File: src/rtl/game_flow_ctrl.sv
// Match sequencer: IDLE -> COUNTDOWN -> FIGHT -> result screen, with a per-second timebase and
// frame-synchronous commit to the renderer. Optional `PAUSE_EN adds a level `pause` input for FIGHT.
module game_flow_ctrl #(
  parameter int unsigned CLK_HZ            = 25_000_000,
  parameter int unsigned COUNTDOWN_SECONDS = 5,
  parameter int unsigned FIGHT_SECONDS     = 99,
  parameter int unsigned RESULT_SECONDS    = 10
) (
  input  logic       clk,
  input  logic       rst,
  input  logic       start,
  input  logic       frame_start,
  input  logic [2:0] player1_health,
  input  logic [2:0] player2_health,
`ifdef PAUSE_EN
  input  logic       pause,
`endif
  output logic [2:0] game_state,
  output logic [6:0] game_duration,
  output logic       fight_active,
  output logic       round_reset
);

  localparam int unsigned   PW         = (CLK_HZ > 1) ? $clog2(CLK_HZ) : 1;
  localparam logic [PW-1:0] PRE_LAST   = PW'(CLK_HZ - 1);
  localparam logic [6:0]    CD_LAST    = 7'(COUNTDOWN_SECONDS - 1);
  localparam logic [6:0]    FIGHT_INIT = 7'(FIGHT_SECONDS);
  localparam logic [6:0]    RES_LAST   = 7'(RESULT_SECONDS - 1);

  typedef enum logic [2:0] {
    S_IDLE      = 3'd0,
    S_COUNTDOWN = 3'd1,
    S_FIGHT     = 3'd2,
    S_P1_WIN    = 3'd3,
    S_P2_WIN    = 3'd4,
    S_EQ        = 3'd5
  } state_t;

  state_t        r_st, w_st_nxt;
  logic [6:0]    r_dur, w_dur_nxt;
  logic [PW-1:0] r_pre, w_pre_nxt;
  logic          w_tick, w_freeze, w_rr_nxt, w_health_end;

  always_comb begin
    w_freeze = 1'b0;
`ifdef PAUSE_EN
    w_freeze = (r_st == S_FIGHT) && pause;
`endif
    w_tick       = (r_pre == PRE_LAST) && !w_freeze;
    w_health_end = (player1_health == 3'd0) || (player2_health == 3'd0);
    w_st_nxt     = r_st;
    w_dur_nxt    = r_dur;
    w_rr_nxt     = 1'b0;

    case (r_st)
      S_IDLE: begin
        if (start) begin
          w_st_nxt  = S_COUNTDOWN;
          w_dur_nxt = '0;
          w_rr_nxt  = 1'b1;
        end
      end
      S_COUNTDOWN: begin
        if (w_tick) begin
          if (r_dur == CD_LAST) begin
            w_st_nxt  = S_FIGHT;
            w_dur_nxt = FIGHT_INIT;
          end else begin
            w_dur_nxt = r_dur + 7'd1;
          end
        end
      end
      S_FIGHT: begin
        // Timer expiry and KO share one verdict: the health compare decides the winner.
        if (w_health_end || (w_tick && r_dur == 7'd1) || r_dur == 7'd0) begin
          w_dur_nxt = '0;
          if (player1_health > player2_health)      w_st_nxt = S_P1_WIN;
          else if (player2_health > player1_health) w_st_nxt = S_P2_WIN;
          else                                      w_st_nxt = S_EQ;
        end else if (w_tick) begin
          w_dur_nxt = r_dur - 7'd1;
        end
      end
      S_P1_WIN, S_P2_WIN, S_EQ: begin
        if (start) begin
          w_st_nxt  = S_COUNTDOWN;
          w_dur_nxt = '0;
          w_rr_nxt  = 1'b1;
        end else if (w_tick) begin
          if (r_dur == RES_LAST) begin
            w_st_nxt  = S_IDLE;
            w_dur_nxt = '0;
          end else begin
            w_dur_nxt = r_dur + 7'd1;
          end
        end
      end
      default: begin
        w_st_nxt  = S_IDLE;
        w_dur_nxt = '0;
      end
    endcase

    // Restart the second on every state change so each state's first second is full length.
    if (w_st_nxt != r_st)     w_pre_nxt = '0;
    else if (w_freeze)        w_pre_nxt = r_pre;
    else if (r_pre == PRE_LAST) w_pre_nxt = '0;
    else                      w_pre_nxt = r_pre + 1'b1;
  end

  always_ff @(posedge clk or posedge rst) begin
    if (rst) begin
      r_st  <= S_IDLE;
      r_dur <= '0;
      r_pre <= '0;
    end else begin
      r_st  <= w_st_nxt;
      r_dur <= w_dur_nxt;
      r_pre <= w_pre_nxt;
    end
  end

  always_ff @(posedge clk or posedge rst) begin
    if (rst) begin
      game_state    <= '0;
      game_duration <= '0;
      fight_active  <= 1'b0;
      round_reset   <= 1'b0;
    end else begin
      round_reset <= w_rr_nxt;
      if (frame_start) begin
        game_state    <= r_st;
        game_duration <= r_dur;
        fight_active  <= (r_st == S_FIGHT);
      end
    end
  end

endmodule
File: config.mk
export PLATFORM = sky130hd
export DESIGN_NAME = game_flow_ctrl
export DESIGN_NICKNAME = d
export VERILOG_FILES = /design/src/rtl/game_flow_ctrl.sv
export SDC_FILE = /design/constraint.sdc
export NUM_CORES = 1
export LEC_CHECK = 0
export BUFFER_PORTS_ARGS = -buffer_cell sky130_fd_sc_hd__buf_2
export CORE_AREA = 2 2 94 96
export CTS_CLUSTER_SIZE = 24
export DETAILED_ROUTE_END_ITERATION = 7
export DIE_AREA = 0 0 96 98
export PLACE_DENSITY = 0.57
export SYNTH_ARGS = -nofsm -noshare
export SYNTH_HDL_FRONTEND = slang
export SYNTH_SLANG_ARGS = --single-unit
File: constraint.sdc
create_clock -name clk -period 2.9 [get_ports clk]
set_input_delay 0.145 -clock clk [delete_from_list [all_inputs] [get_ports clk]]
set_output_delay 0.145 -clock clk [all_outputs]
set_load 0.005 [all_outputs]
==> run summary <==
The run finished with clean final reports. The fmax came out at 0.363 GHz. The cell sitting at the root of the clock tree is a sky130_fd_sc_hd__clkbuf_8.

Combinational logic burns 26.6% of the power. The floorplan step defined a die boundary enclosing 9410 µm². For this run, the leading register cell type out of synthesis is sky130_fd_sc_hd__dfrtp_1. The power density relative to cell area came out at ~570 nW/µm². The placement row count came out at 34. The post-route netlist has 18.0% of its cells at a drive strength greater than 1. The first detailed-routing pass took 4 iterations. The congestion estimate from routability-driven global placement came to between 0.8 and 0.9.

Traced cell by cell, the critical path runs through nor4b_2 > nand4_1 > or4_1 > a221o_2 > xnor2_4 > nor4_1. The endpoint kind of the worst setup timing path is a register. The number of slew-limit violations in the final report is 0. The detailed router put a total of 3230 µm of wire on met1. The total of endpoints with negative setup slack in the final report is 0. The number of nets in the finished design is 355.

Together, buffers and inverters on the worst path number 0. The critical path starts at r_pre[6]$_DFF_PP0_. The hold violation total from the final report is 0. The latest clock arrival within the worst-skew pair came out at around 0.3 ns.

The switching power came out at 0.626 mW. The core region is 8470 µm². In the final timing run, aggregate negative setup slack is 0 ns. The clock tree from TritonCTS is yes. The number of global-route vias before repair is between 2000 and 2500. The pin count of the biggest net entering global routing came out at 48. The total grt overflow came out at 0. The normalized max-slew margin is 33.7%. The count of maximum capacitance violations came out at 0. The detailed placer's ending HPWL came out at 4900 µm.

The number of flip-flops and latches in the synthesized netlist came out at 47. For this run, the register share of the synthesized area comes to 41.0%. The critical path required time came out at about 3 ns. The first global-routing pass estimated 11600 µm of wire. The antenna diode count came out at 0.

The H-tree level count came out at 2. Pin placement for this block handled 22 I/O pins. The internal power contribution came out at 1.23 mW.

Across all setup checks in the final design, the least slack found is 0.148 ns. The worst register-to-register path begins at r_pre[6]$_DFF_PP0_. The highest layer touched by signal routing is met4. Subtracting the final worst setup slack from the clock period gives 2.75 ns. The deepest clock path buffer count came out at 2. The unique cell type count in the Yosys netlist is 48. Of the post-synthesis cell area, the dominant cell type holds 41.0%.

The clock power share came out at a little under a quarter. The number of nets in the synthesized netlist came out at ~330. The chip height came out at roughly 98 µm.

Setup repair after global routing left no endpoint under its margin. The worst-path maximum fanout is 13. Once the floorplan was initialized, standard cells occupied around a third of the core. After routing the design area is 3270 µm². The data arrival time at the worst-slack endpoint is 2.94 ns. The setup slack after placement came out at 0.0981 ns. Dividing the detail-routed wire length by the instance count gives 15.8 µm. The average cell area after synthesis came out at 9.23 µm².

The final clock period utilization by the worst path came out at 94.9%. Yosys mapped a number of flops with a built-in enable equal to 0. The number of vias after detailed routing is about 2500. The placed instances occupy a cell area of 3140 µm². The relative contribution of sequential cells to total power came out at 50.6%. The number of nets still failing antenna checks after routing came out at 0.

The total routing resource utilization after global routing came out at approximately 15%. The total design power came out at 1.86 mW. After clock tree synthesis, the clock-pin slew on the worst setup and hold paths is 0.09 ns. The count of input and output buffers is 21. The area of the mapped netlist came out at around 2900 µm².

The share of total power consumed by net switching came out at between 30% and 40%. The number of antenna violations at the first check in global routing came out at 0. The biggest area contributor in the post-synthesis netlist is sky130_fd_sc_hd__dfrtp_1. The synthesis-to-finish area growth is 13.7%. The gate family responsible for the most delay along the worst path is simple AND/OR/NAND/NOR gates.

The amount of wire on met3 after detailed routing came out at 211 µm. The number of DRC markers after the initial detailed-route iteration came out at between 100 and 150. The fraction of registers with async set or reset after synthesis came out at 100%. The total clock sinks came out at 47. The floorplan step set the die width to 96 µm. The total routed wirelength is 7060 µm. The clock arrives with 0.00248 ns of skew. After synthesis, the cell types taking the most area are sky130_fd_sc_hd__dfrtp_1 (41%), sky130_fd_sc_hd__mux2_2 (4.3%), sky130_fd_sc_hd__xor2_1 (4.3%). The post-route worst hold slack is 0.0678 ns. The critical path class is register to register.

On the worst path, the slowest cell contributes a delay of 0.58 ns. The slew at the pin closest to its max-slew limit came out at 0.993 ns. After detailed routing, the met2 layer carries roughly 3500 µm of wire. The worst setup path is launched from a register. IR analysis of the VDD net gives a maximum drop of between 0.2 and 0.25 mV. The leakage component of the power is 1.39 nW. In this run the worst hold path is classified as primary input to async pin. The number of buffers inserted during clock tree synthesis came out at 5. The total number of yosys warnings is 0. The instance count of the mapped netlist came out at 311. The average via count per standard cell came out at about 5.5. The DRC violations left is 0. The slowest stage of the critical path is the sky130_fd_sc_hd__or4_1 cell.
[per-layer routing]
layer	global-route usage, %	up-vias
li1	-	1198
met1	20.5	1215
met2	25.0	51
met3	2.85	11
met4	4.73	0
met5	0	-
[flip-flops by register name, summed over array words and instances (netlist names)]
register / count
r_pre: 25
game_duration: 7
r_dur: 7
game_state: 3
r_st: 3
fight_active: 1
round_reset: 1
[cells in the final DEF (no fill, tap or decap), types with 4 or more instances in the layout]
| cell | n |
|---|---|
| sky130_fd_sc_hd__ha_1 | 8 |
| sky130_fd_sc_hd__nor4b_1 | 4 |
| sky130_fd_sc_hd__o211ai_1 | 4 |
| sky130_fd_sc_hd__inv_1 | 11 |
| sky130_fd_sc_hd__nand3_1 | 20 |
| sky130_fd_sc_hd__dfrtp_1 | 47 |
| sky130_fd_sc_hd__buf_4 | 12 |
| sky130_fd_sc_hd__xor2_1 | 14 |
| sky130_fd_sc_hd__a31oi_1 | 4 |
| sky130_fd_sc_hd__nand4_1 | 6 |
| sky130_fd_sc_hd__o22ai_1 | 4 |
| sky130_fd_sc_hd__nor3_1 | 15 |
| sky130_fd_sc_hd__buf_2 | 21 |
| sky130_fd_sc_hd__clkbuf_8 | 6 |
| sky130_fd_sc_hd__xnor2_1 | 11 |
| sky130_fd_sc_hd__o21ai_0 | 13 |
| sky130_fd_sc_hd__a21oi_1 | 11 |
| sky130_fd_sc_hd__and3_1 | 12 |
| sky130_fd_sc_hd__nor4_1 | 18 |
| sky130_fd_sc_hd__mux2_2 | 11 |
| sky130_fd_sc_hd__nand2_1 | 25 |
| sky130_fd_sc_hd__nor2_1 | 20 |
[layout make-up]
class / count / area [µm²]
repair buffers: 34 / 215
clock inverters: 1 / 8.76
inverters: 12 / 45.0
flip-flops and latches: 47 / 1180
well taps: 108 / 135
multi-input cells: 237 / 1600
fillers: 855 / 5200
clock buffers: 7 / 86.3
[power groups by stage]
stage / registers, mW / clock network [mW] / logic, mW
3_3_place_gp: 0.948 / 0 / 0.485
6_report: 0.940 / 0.422 / 0.494
3_5_place_dp: 0.952 / 0 / 0.493
4_1_cts: 0.940 / 0.449 / 0.498
5_1_grt: 0.965 / 0.478 / 0.562
2_1_floorplan: 0.918 / 0 / 0.354
[path summary, 6_finish.rpt]
| check | endpoint | slack, ns | cells past startpoint |
|---|---|---|---|
| worst max register to register | r_pre[20]$_DFF_PP0_ | 0.15 | 6 |
| max in group asynchronous | r_pre[22]$_DFF_PP0_ | 2.21 | 2 |
| min in group clk | round_reset$_DFF_PP0_ | 0.17 | 2 |
| worst min register to register | game_duration[2]$_DFFE_PP0P_ | 0.51 | 1 |
| worst max-delay path | r_pre[20]$_DFF_PP0_ | 0.15 | 6 |
| worst min-delay path | game_duration[3]$_DFFE_PP0P_ | 0.07 | 2 |
[cells by family after synthesis]
logic type | synth area share [%]
buffers and inverters | 4.31
and+or+nand+nor | 25.7
xor gates and xnor gates | 8.58
adders and majority gates | 3.49
AOI/OAI and AO/OA | 12.6
muxes | 4.31
DFF | 41.0
[through the flow]
| stage | util [%] | std cells |
|---|---|---|
| floorplan | - | 311 |
| global placement | 37.1 | 437 |
| detailed placement | 37.1 | 437 |
| CTS | 38.3 | 445 |
| global route | 38.6 | 446 |
| finish | 38.6 | 446 |
[Yosys cell counts, drive strengths merged, types with 12 or more instances]
| master | n |
|---|---|
| xnor2 | 12 |
| dfrtp | 47 |
| and3 | 12 |
| nand3 | 20 |
| o21ai | 14 |
| nand2 | 25 |
| nor3 | 15 |
| nor4 | 19 |
| xor2 | 14 |
| inv | 12 |
| nor2 | 20 |
[repair_timing]
action,in CTS,in global routing
resized for setup,0,1
hold buffers,0,0
setup buffers,0,0
setup endpoints to repair,0,25
Note: power is estimated with default switching activity, not from simulation.
